===== config.mk =====
export PLATFORM = sky130hd
export DESIGN_NAME = core_pipe_hcu
export DESIGN_NICKNAME = d
export VERILOG_FILES = /design/src/rtl/core_pipe_hcu_pkg.sv /design/src/rtl/core_pipe_hcu_tracker.sv /design/src/rtl/core_pipe_hcu.sv
export SDC_FILE = /design/constraint.sdc
export NUM_CORES = 1
export LEC_CHECK = 0
export CAP_MARGIN = 20
export CORE_AREA = 3 3 52 78
export CTS_CLUSTER_DIAMETER = 150
export CTS_CLUSTER_SIZE = 25
export DETAILED_ROUTE_END_ITERATION = 10
export DIE_AREA = 0 0 55 81
export GPL_ROUTABILITY_DRIVEN = 0
export PLACE_DENSITY_LB_ADDON = 0.25
export SLEW_MARGIN = 20
export SYNTH_ARGS = -nofsm -noshare
export SYNTH_HDL_FRONTEND = slang
export SYNTH_SLANG_ARGS = --single-unit
export TNS_END_PERCENT = 5

===== constraint.sdc =====
create_clock -name CLK -period 2.6 [get_ports CLK]
set_input_delay 0.52 -clock CLK [delete_from_list [all_inputs] [get_ports CLK]]
set_output_delay 0.52 -clock CLK [all_outputs]
set_load 0.01 [all_outputs]

===== src/rtl/core_pipe_hcu_pkg.sv =====
// Shared definitions for the pipeline hazard/control unit: FSM encodings,
// forward-select constants and tracker entry field widths.
package core_pipe_hcu_pkg;

  typedef enum logic [0:0] {
    HCU_RUN     = 1'b0,
    HCU_MEMWAIT = 1'b1
  } hcu_state_t;

  localparam int FWD_SEL_REGFILE = 0;

  localparam int ENTRY_VALID_W = 1;
  localparam int ENTRY_LOAD_W  = 1;

  // A load's data is captured by the time it reaches pipeline register 2,
  // so only a load still sitting in register 1 cannot be forwarded yet.
  localparam int LOAD_READY_K = 2;

  function automatic int entry_width(input int reg_aw);
    return ENTRY_VALID_W + reg_aw + ENTRY_LOAD_W;
  endfunction

endpackage


===== src/rtl/core_pipe_hcu_tracker.sv =====
// Destination-register tracker: one entry per pipeline register 1..NUM_STAGES-2
// plus a per-read-port nearest-match priority encoder.
module core_hcu_tracker
  import core_pipe_hcu_pkg::*;
#(
  parameter int NUM_STAGES = 5,
  parameter int NUM_RPORTS = 2,
  parameter int REG_AW     = 5,
  parameter int FWD_W      = 2
) (
  input  logic                         CLK,
  input  logic                         NRST,
  input  logic [NUM_RPORTS*REG_AW-1:0] id_raddr,
  input  logic [NUM_RPORTS-1:0]        id_rvalid,
  input  logic [REG_AW-1:0]            id_waddr,
  input  logic                         id_wvalid,
  input  logic                         id_isload,
  input  logic [NUM_STAGES-3:0]        stage_write,
  input  logic [NUM_STAGES-3:0]        stage_flush,
  output logic [NUM_RPORTS-1:0]        match_any,
  output logic [NUM_RPORTS-1:0]        match_load,
  output logic [NUM_RPORTS*FWD_W-1:0]  match_k
);

  localparam int NT = NUM_STAGES - 2;

  logic              ent_valid [1:NT];
  logic [REG_AW-1:0] ent_addr  [1:NT];
  logic              ent_load  [1:NT];

  // Entry k follows pipeline register k; stage_write/stage_flush bit k-1 belong to entry k.
  always_ff @(posedge CLK) begin
    if (!NRST) begin
      for (int k = 1; k <= NT; k++) begin
        ent_valid[k] <= 1'b0;
        ent_addr[k]  <= '0;
        ent_load[k]  <= 1'b0;
      end
    end else begin
      if (stage_flush[0]) begin
        ent_valid[1] <= 1'b0;
        ent_addr[1]  <= '0;
        ent_load[1]  <= 1'b0;
      end else if (stage_write[0]) begin
        ent_valid[1] <= id_wvalid;
        ent_addr[1]  <= id_waddr;
        ent_load[1]  <= id_isload;
      end
      for (int k = 2; k <= NT; k++) begin
        if (stage_flush[k-1]) begin
          ent_valid[k] <= 1'b0;
          ent_addr[k]  <= '0;
          ent_load[k]  <= 1'b0;
        end else if (stage_write[k-1]) begin
          ent_valid[k] <= ent_valid[k-1];
          ent_addr[k]  <= ent_addr[k-1];
          ent_load[k]  <= ent_load[k-1];
        end
      end
    end
  end

  // Scan from the oldest entry down so the youngest (lowest k) match is the one left standing.
  always_comb begin
    match_any  = '0;
    match_load = '0;
    match_k    = '0;
    for (int p = 0; p < NUM_RPORTS; p++) begin
      for (int k = NT; k >= 1; k--) begin
        if (id_rvalid[p] && (id_raddr[p*REG_AW +: REG_AW] != '0) && ent_valid[k] &&
            (ent_addr[k] == id_raddr[p*REG_AW +: REG_AW])) begin
          match_any[p]                = 1'b1;
          match_load[p]               = ent_load[k];
          match_k[p*FWD_W +: FWD_W]   = FWD_W'(k);
        end
      end
    end
  end

endmodule


===== src/rtl/core_pipe_hcu.sv =====
// Hazard/control unit: memory-wait FSM, redirect/data-stall priority and forward selects.
// Optional feature: define CORE_HCU_FWD_EN to enable operand forwarding.
module core_pipe_hcu
  import core_pipe_hcu_pkg::*;
#(
  parameter int NUM_STAGES = 5,
  parameter int NUM_RPORTS = 2,
  parameter int REG_AW     = 5,
  localparam int FWD_W     = $clog2(NUM_STAGES-1)
) (
  input  logic                         CLK,
  input  logic                         NRST,
  input  logic [NUM_RPORTS*REG_AW-1:0] ID_RADDR,
  input  logic [NUM_RPORTS-1:0]        ID_RVALID,
  input  logic [REG_AW-1:0]            ID_WADDR,
  input  logic                         ID_WVALID,
  input  logic                         ID_ISLOAD,
  input  logic                         EX_REDIRECT,
  input  logic                         IMEM_BUSY,
  input  logic                         IMEM_DONE,
  input  logic                         DMEM_BUSY,
  input  logic                         DMEM_DONE,
  output logic [NUM_STAGES-2:0]        STAGE_WRITE,
  output logic [NUM_STAGES-2:0]        STAGE_FLUSH,
  output logic                         PC_WRITE,
  output logic [NUM_RPORTS*FWD_W-1:0]  FWD_SEL
);

  hcu_state_t state, state_nxt;
  logic imem_done_q, imem_done_nxt;
  logic dmem_done_q, dmem_done_nxt;
  logic pend;
  logic data_stall;

  logic [NUM_RPORTS-1:0]       match_any;
  logic [NUM_RPORTS-1:0]       match_load;
  logic [NUM_RPORTS*FWD_W-1:0] match_k;
  logic [NUM_RPORTS*FWD_W-1:0] fwd_raw;

  core_hcu_tracker #(
    .NUM_STAGES (NUM_STAGES),
    .NUM_RPORTS (NUM_RPORTS),
    .REG_AW     (REG_AW),
    .FWD_W      (FWD_W)
  ) u_tracker (
    .CLK         (CLK),
    .NRST        (NRST),
    .id_raddr    (ID_RADDR),
    .id_rvalid   (ID_RVALID),
    .id_waddr    (ID_WADDR),
    .id_wvalid   (ID_WVALID),
    .id_isload   (ID_ISLOAD),
    .stage_write (STAGE_WRITE[NUM_STAGES-2:1]),
    .stage_flush (STAGE_FLUSH[NUM_STAGES-2:1]),
    .match_any   (match_any),
    .match_load  (match_load),
    .match_k     (match_k)
  );

  assign pend = (IMEM_BUSY & ~IMEM_DONE & ~imem_done_q) |
                (DMEM_BUSY & ~DMEM_DONE & ~dmem_done_q);

  always_ff @(posedge CLK) begin
    if (!NRST) begin
      state       <= HCU_RUN;
      imem_done_q <= 1'b0;
      dmem_done_q <= 1'b0;
    end else begin
      state       <= state_nxt;
      imem_done_q <= imem_done_nxt;
      dmem_done_q <= dmem_done_nxt;
    end
  end

  // A DONE only counts while its BUSY is high; stray pulses are dropped.
  always_comb begin
    state_nxt     = state;
    imem_done_nxt = imem_done_q;
    dmem_done_nxt = dmem_done_q;
    case (state)
      HCU_RUN: begin
        if (pend) begin
          state_nxt     = HCU_MEMWAIT;
          imem_done_nxt = imem_done_q | (IMEM_BUSY & IMEM_DONE);
          dmem_done_nxt = dmem_done_q | (DMEM_BUSY & DMEM_DONE);
        end
      end
      HCU_MEMWAIT: begin
        if (!pend) begin
          state_nxt     = HCU_RUN;
          imem_done_nxt = 1'b0;
          dmem_done_nxt = 1'b0;
        end else begin
          imem_done_nxt = imem_done_q | (IMEM_BUSY & IMEM_DONE);
          dmem_done_nxt = dmem_done_q | (DMEM_BUSY & DMEM_DONE);
        end
      end
      default: state_nxt = HCU_RUN;
    endcase
  end

`ifdef CORE_HCU_FWD_EN
  always_comb begin
    data_stall = 1'b0;
    for (int p = 0; p < NUM_RPORTS; p++) begin
      if (match_any[p] && match_load[p] &&
          (int'(match_k[p*FWD_W +: FWD_W]) < LOAD_READY_K)) begin
        data_stall = 1'b1;
      end
    end
  end

  assign fwd_raw = match_k;
`else
  logic unused_match;

  assign unused_match = ^{match_load, match_k};
  assign data_stall   = |match_any;
  assign fwd_raw      = {(NUM_RPORTS*FWD_W){1'b0}} | FWD_SEL_REGFILE[0];
`endif

  // Reset forcing, then memory freeze, redirect, data stall, normal advance.
  always_comb begin
    STAGE_WRITE = '1;
    STAGE_FLUSH = '0;
    PC_WRITE    = 1'b1;
    FWD_SEL     = fwd_raw;
    if (!NRST) begin
      STAGE_WRITE = '0;
      STAGE_FLUSH = '1;
      PC_WRITE    = 1'b0;
      FWD_SEL     = '0;
    end else if (pend) begin
      STAGE_WRITE = '0;
      PC_WRITE    = 1'b0;
    end else if (EX_REDIRECT) begin
      STAGE_FLUSH[1:0] = 2'b11;
    end else if (data_stall) begin
      STAGE_WRITE[0] = 1'b0;
      STAGE_FLUSH[1] = 1'b1;
      PC_WRITE       = 1'b0;
    end
  end

endmodule


==> results.cfg <==
[run_status]
status = finished clean

[synthesis]
synth-async-reset-ratio_pct = 0
seq_area_frac_synth_pct = 44.49
synth_common_cells = xor2_1, edfxtp_1, and2_1
muxShareOfSynthArea_pct = 0
synth_cell_types = 28
ys_ff_latch = 21
yosys.area.top_type = edfxtp_1
synth_edf_count = 18
synth_xor_area_share_pct = 19.46
synth_top_area_share_pct = 40.04
syn_area_mm2 = 0.001350
synth_top_family_by_area = simple AND/OR/NAND/NOR gates
synth_area_leaders = edfxtp_1, xor2_1, and2_1, dfxtp_1, buf_4
syn_area_per_cell_um2 = 10.55
synthCells = 128
synthFlopType = edfxtp_1
synth-adder-area-share_pct = 0
yosys_warnings = 0
yosysMostFrequentCell = xor2_1
synthSimpleGateAreaFrac_pct = 22.52
synth_compound_area_share_pct = 7.414

[layout]
drive_gt1_share_pct = 29.26
num-nets-final = 215
final_area_mm2 = 0.002002
register_area_um2 = 600.6
utilization_pct = 58.06
multi_input_area_um2 = 754.5
area_delta_synth_final_pct = 48.29
fillers = 327
antenna_cells = 0

[timing]
finalWorstSetupSlack_ns = 0.03102
hold_viol = 0
fin_crit_ns = 2.569
rsz0062_at_grt = true
finalSetupViolCount = 0
hold_slack_ns = 0.5279
worst_slew_pin_slew_ns = 0.6840
fmax_mhz = 389.3
post-route-period-util_pct = 98.81
relSlewSlack_pct = 54.35
skew_ns = 0.001428
drv_slew = 0

[route]
drt_pass1_iterations = 4
wirelength_mm = 3.668
remaining_drc_errors = 0
vias_per_cell = 5.226
ant_nets = 0
vias = 1202
initialDrtViolationCount = 24
routedWlPerCell_um = 15.95

[power]
p_leak_nw = 0.8730
power_uw = 848.4
ir_drop_mv = 0.2824
power_density_mw_per_mm2 = 423.8

[hold_path]
min_to = dmem_done_q
holdPathStages = 3
hp-start = state
min_path_type = reg2reg

[critical_path]
crit_type = in2out
regToRegSetupSlack_ns = 0.40
cp.arrival_ns = 2.05
required_ns = 2.08
startpoint_type = input pin
r2r-start = u_tracker.ent_addr[0][11]
path_max_fanout = 3
r2r_cells = 9
endpoint_kind = output port
r2r-end = u_tracker.ent_addr[0][7]

[placed_design]
dp_slack_ns = -0.6821
placedInstanceArea_mm2 = 0.001884
numPortBuffers = 33
dp_hpwl_mm = 2.731

[clock_network]
cts_max_level = 1
cts_root_buf = clkbuf_8
clock_latency_ns = 0.26
numClockSinks = 21
cts_made_buffers = 3
clk_pin_slew_worst_paths_ns = 0.07
cts_tree = done
clockBufferDepth = 2

[global_routing]
busiest_layer = met2
overflow = 0
grt_first_pass_wirelength_mm = 6.023
grtUsageMet1_pct = 19.84
met2_usage_pct = 36.14
grt_use_total_pct = 18.80
antenna_found_initial = 0
grt_max_degree = 19
grt_use_met3_pct = 1.835
grt_pass1_vias = 1295

[die]
row_count = 26
io_pins = 39
start_util_pct = 39.15
die_area_mm2 = 0.004455
dieWidth_um = 55
die_y_um = 81
coreArea_mm2 = 0.003448

[run]
cap_violations = 0
==> repair_timing <==
item,in CTS,in global routing
endpoints found under the setup margin,7,4
buffers inserted,3,0
hold buffers,0,0
pin swaps,14,15
cloned,1,0
gates resized for setup,42,16
==> stage by stage <==
step	instances	setup TNS (ns)
finish	230	0
CTS	231	-0.06010
detailed placement	223	-3.150
global placement	223	-2.727
floorplan	131	0
global route	230	-0.01464
==> critical path, cell delays in order <==
cell	delay, ns
dlygate4sd2_1	0.26
or4_4	0.50
o21ai_4	0.17
or2_1	0.12
a31oi_1	0.04
a211o_1	0.30
buf_6	0.13
==> layout make-up <==
cell class              count  share of cell area [%]
repair buffers             63                   26.88
clock buffers               4                   2.250
multi-input cells          97                   37.69
inverters                   3                  0.5625
flip-flops and latches     21                   30.00
well taps                  42                   2.625
==> state kept, by name, indices dropped and copies added, names as in the netlist <==
signal / cells
u_tracker.ent_addr: 15
u_tracker.ent_valid: 3
dmem_done_q: 1
imem_done_q: 1
state: 1
==> power breakdown <==
group	internal (mW)	total, mW	switching (mW)
combinational	0.114	0.217	0.103
sequential	0.395	0.419	0.0246
clock	0.109	0.212	0.103
total	0.618	0.848	0.230
==> placed cells by master, fill, tap and decap left out, types with 4 or more instances in the layout <==
cell type / instances
edfxtp_1: 18
clkdlybuf4s50_1: 12
conb_1: 4
dlygate4sd2_1: 9
nor4_2: 4
buf_6: 5
and2_1: 12
nand3_1: 7
xnor2_1: 6
xor2_1: 24
buf_4: 25
dlymetal6s2s_1: 4
nand3b_1: 6
nor2_1: 4
nor3_1: 6
clkbuf_2: 4
==> how the worst max path moves through the flow <==
stage | slack [ns] | start | cells past startpoint | end
floorplan | 0.18 | ID_RADDR[1] | 5 | STAGE_WRITE[0]
global placement | -0.63 | ID_RADDR[7] | 8 | PC_WRITE
detailed placement | -0.68 | ID_RADDR[1] | 6 | STAGE_WRITE[0]
CTS | -0.06 | DMEM_BUSY | 7 | STAGE_FLUSH[1]
global route | -0.01 | ID_RADDR[7] | 7 | STAGE_FLUSH[1]
finish | 0.03 | ID_RADDR[7] | 7 | STAGE_FLUSH[1]
==> cell families (layout without fill, tap and decap cells) <==
| family | count (synthesis) | after routing |
|---|---|---|
| other cells | 1 | 4 |
| compound gates | 12 | 12 |
| buf+inv | 13 | 70 |
| flops | 21 | 21 |
| xor+xnor | 30 | 30 |
| simple gates | 51 | 51 |
==> routing by layer <==
metal  part of all wire [%]  wire [um]  vias to the layer above
met1                     38       1397                      581
met5                      0          0                        -
met3                    4.8        177                        9
met4                    2.2         80                        0
met2                     55       2012                       42
li1                       -          -                      570
(Power assumes the default switching activity.)
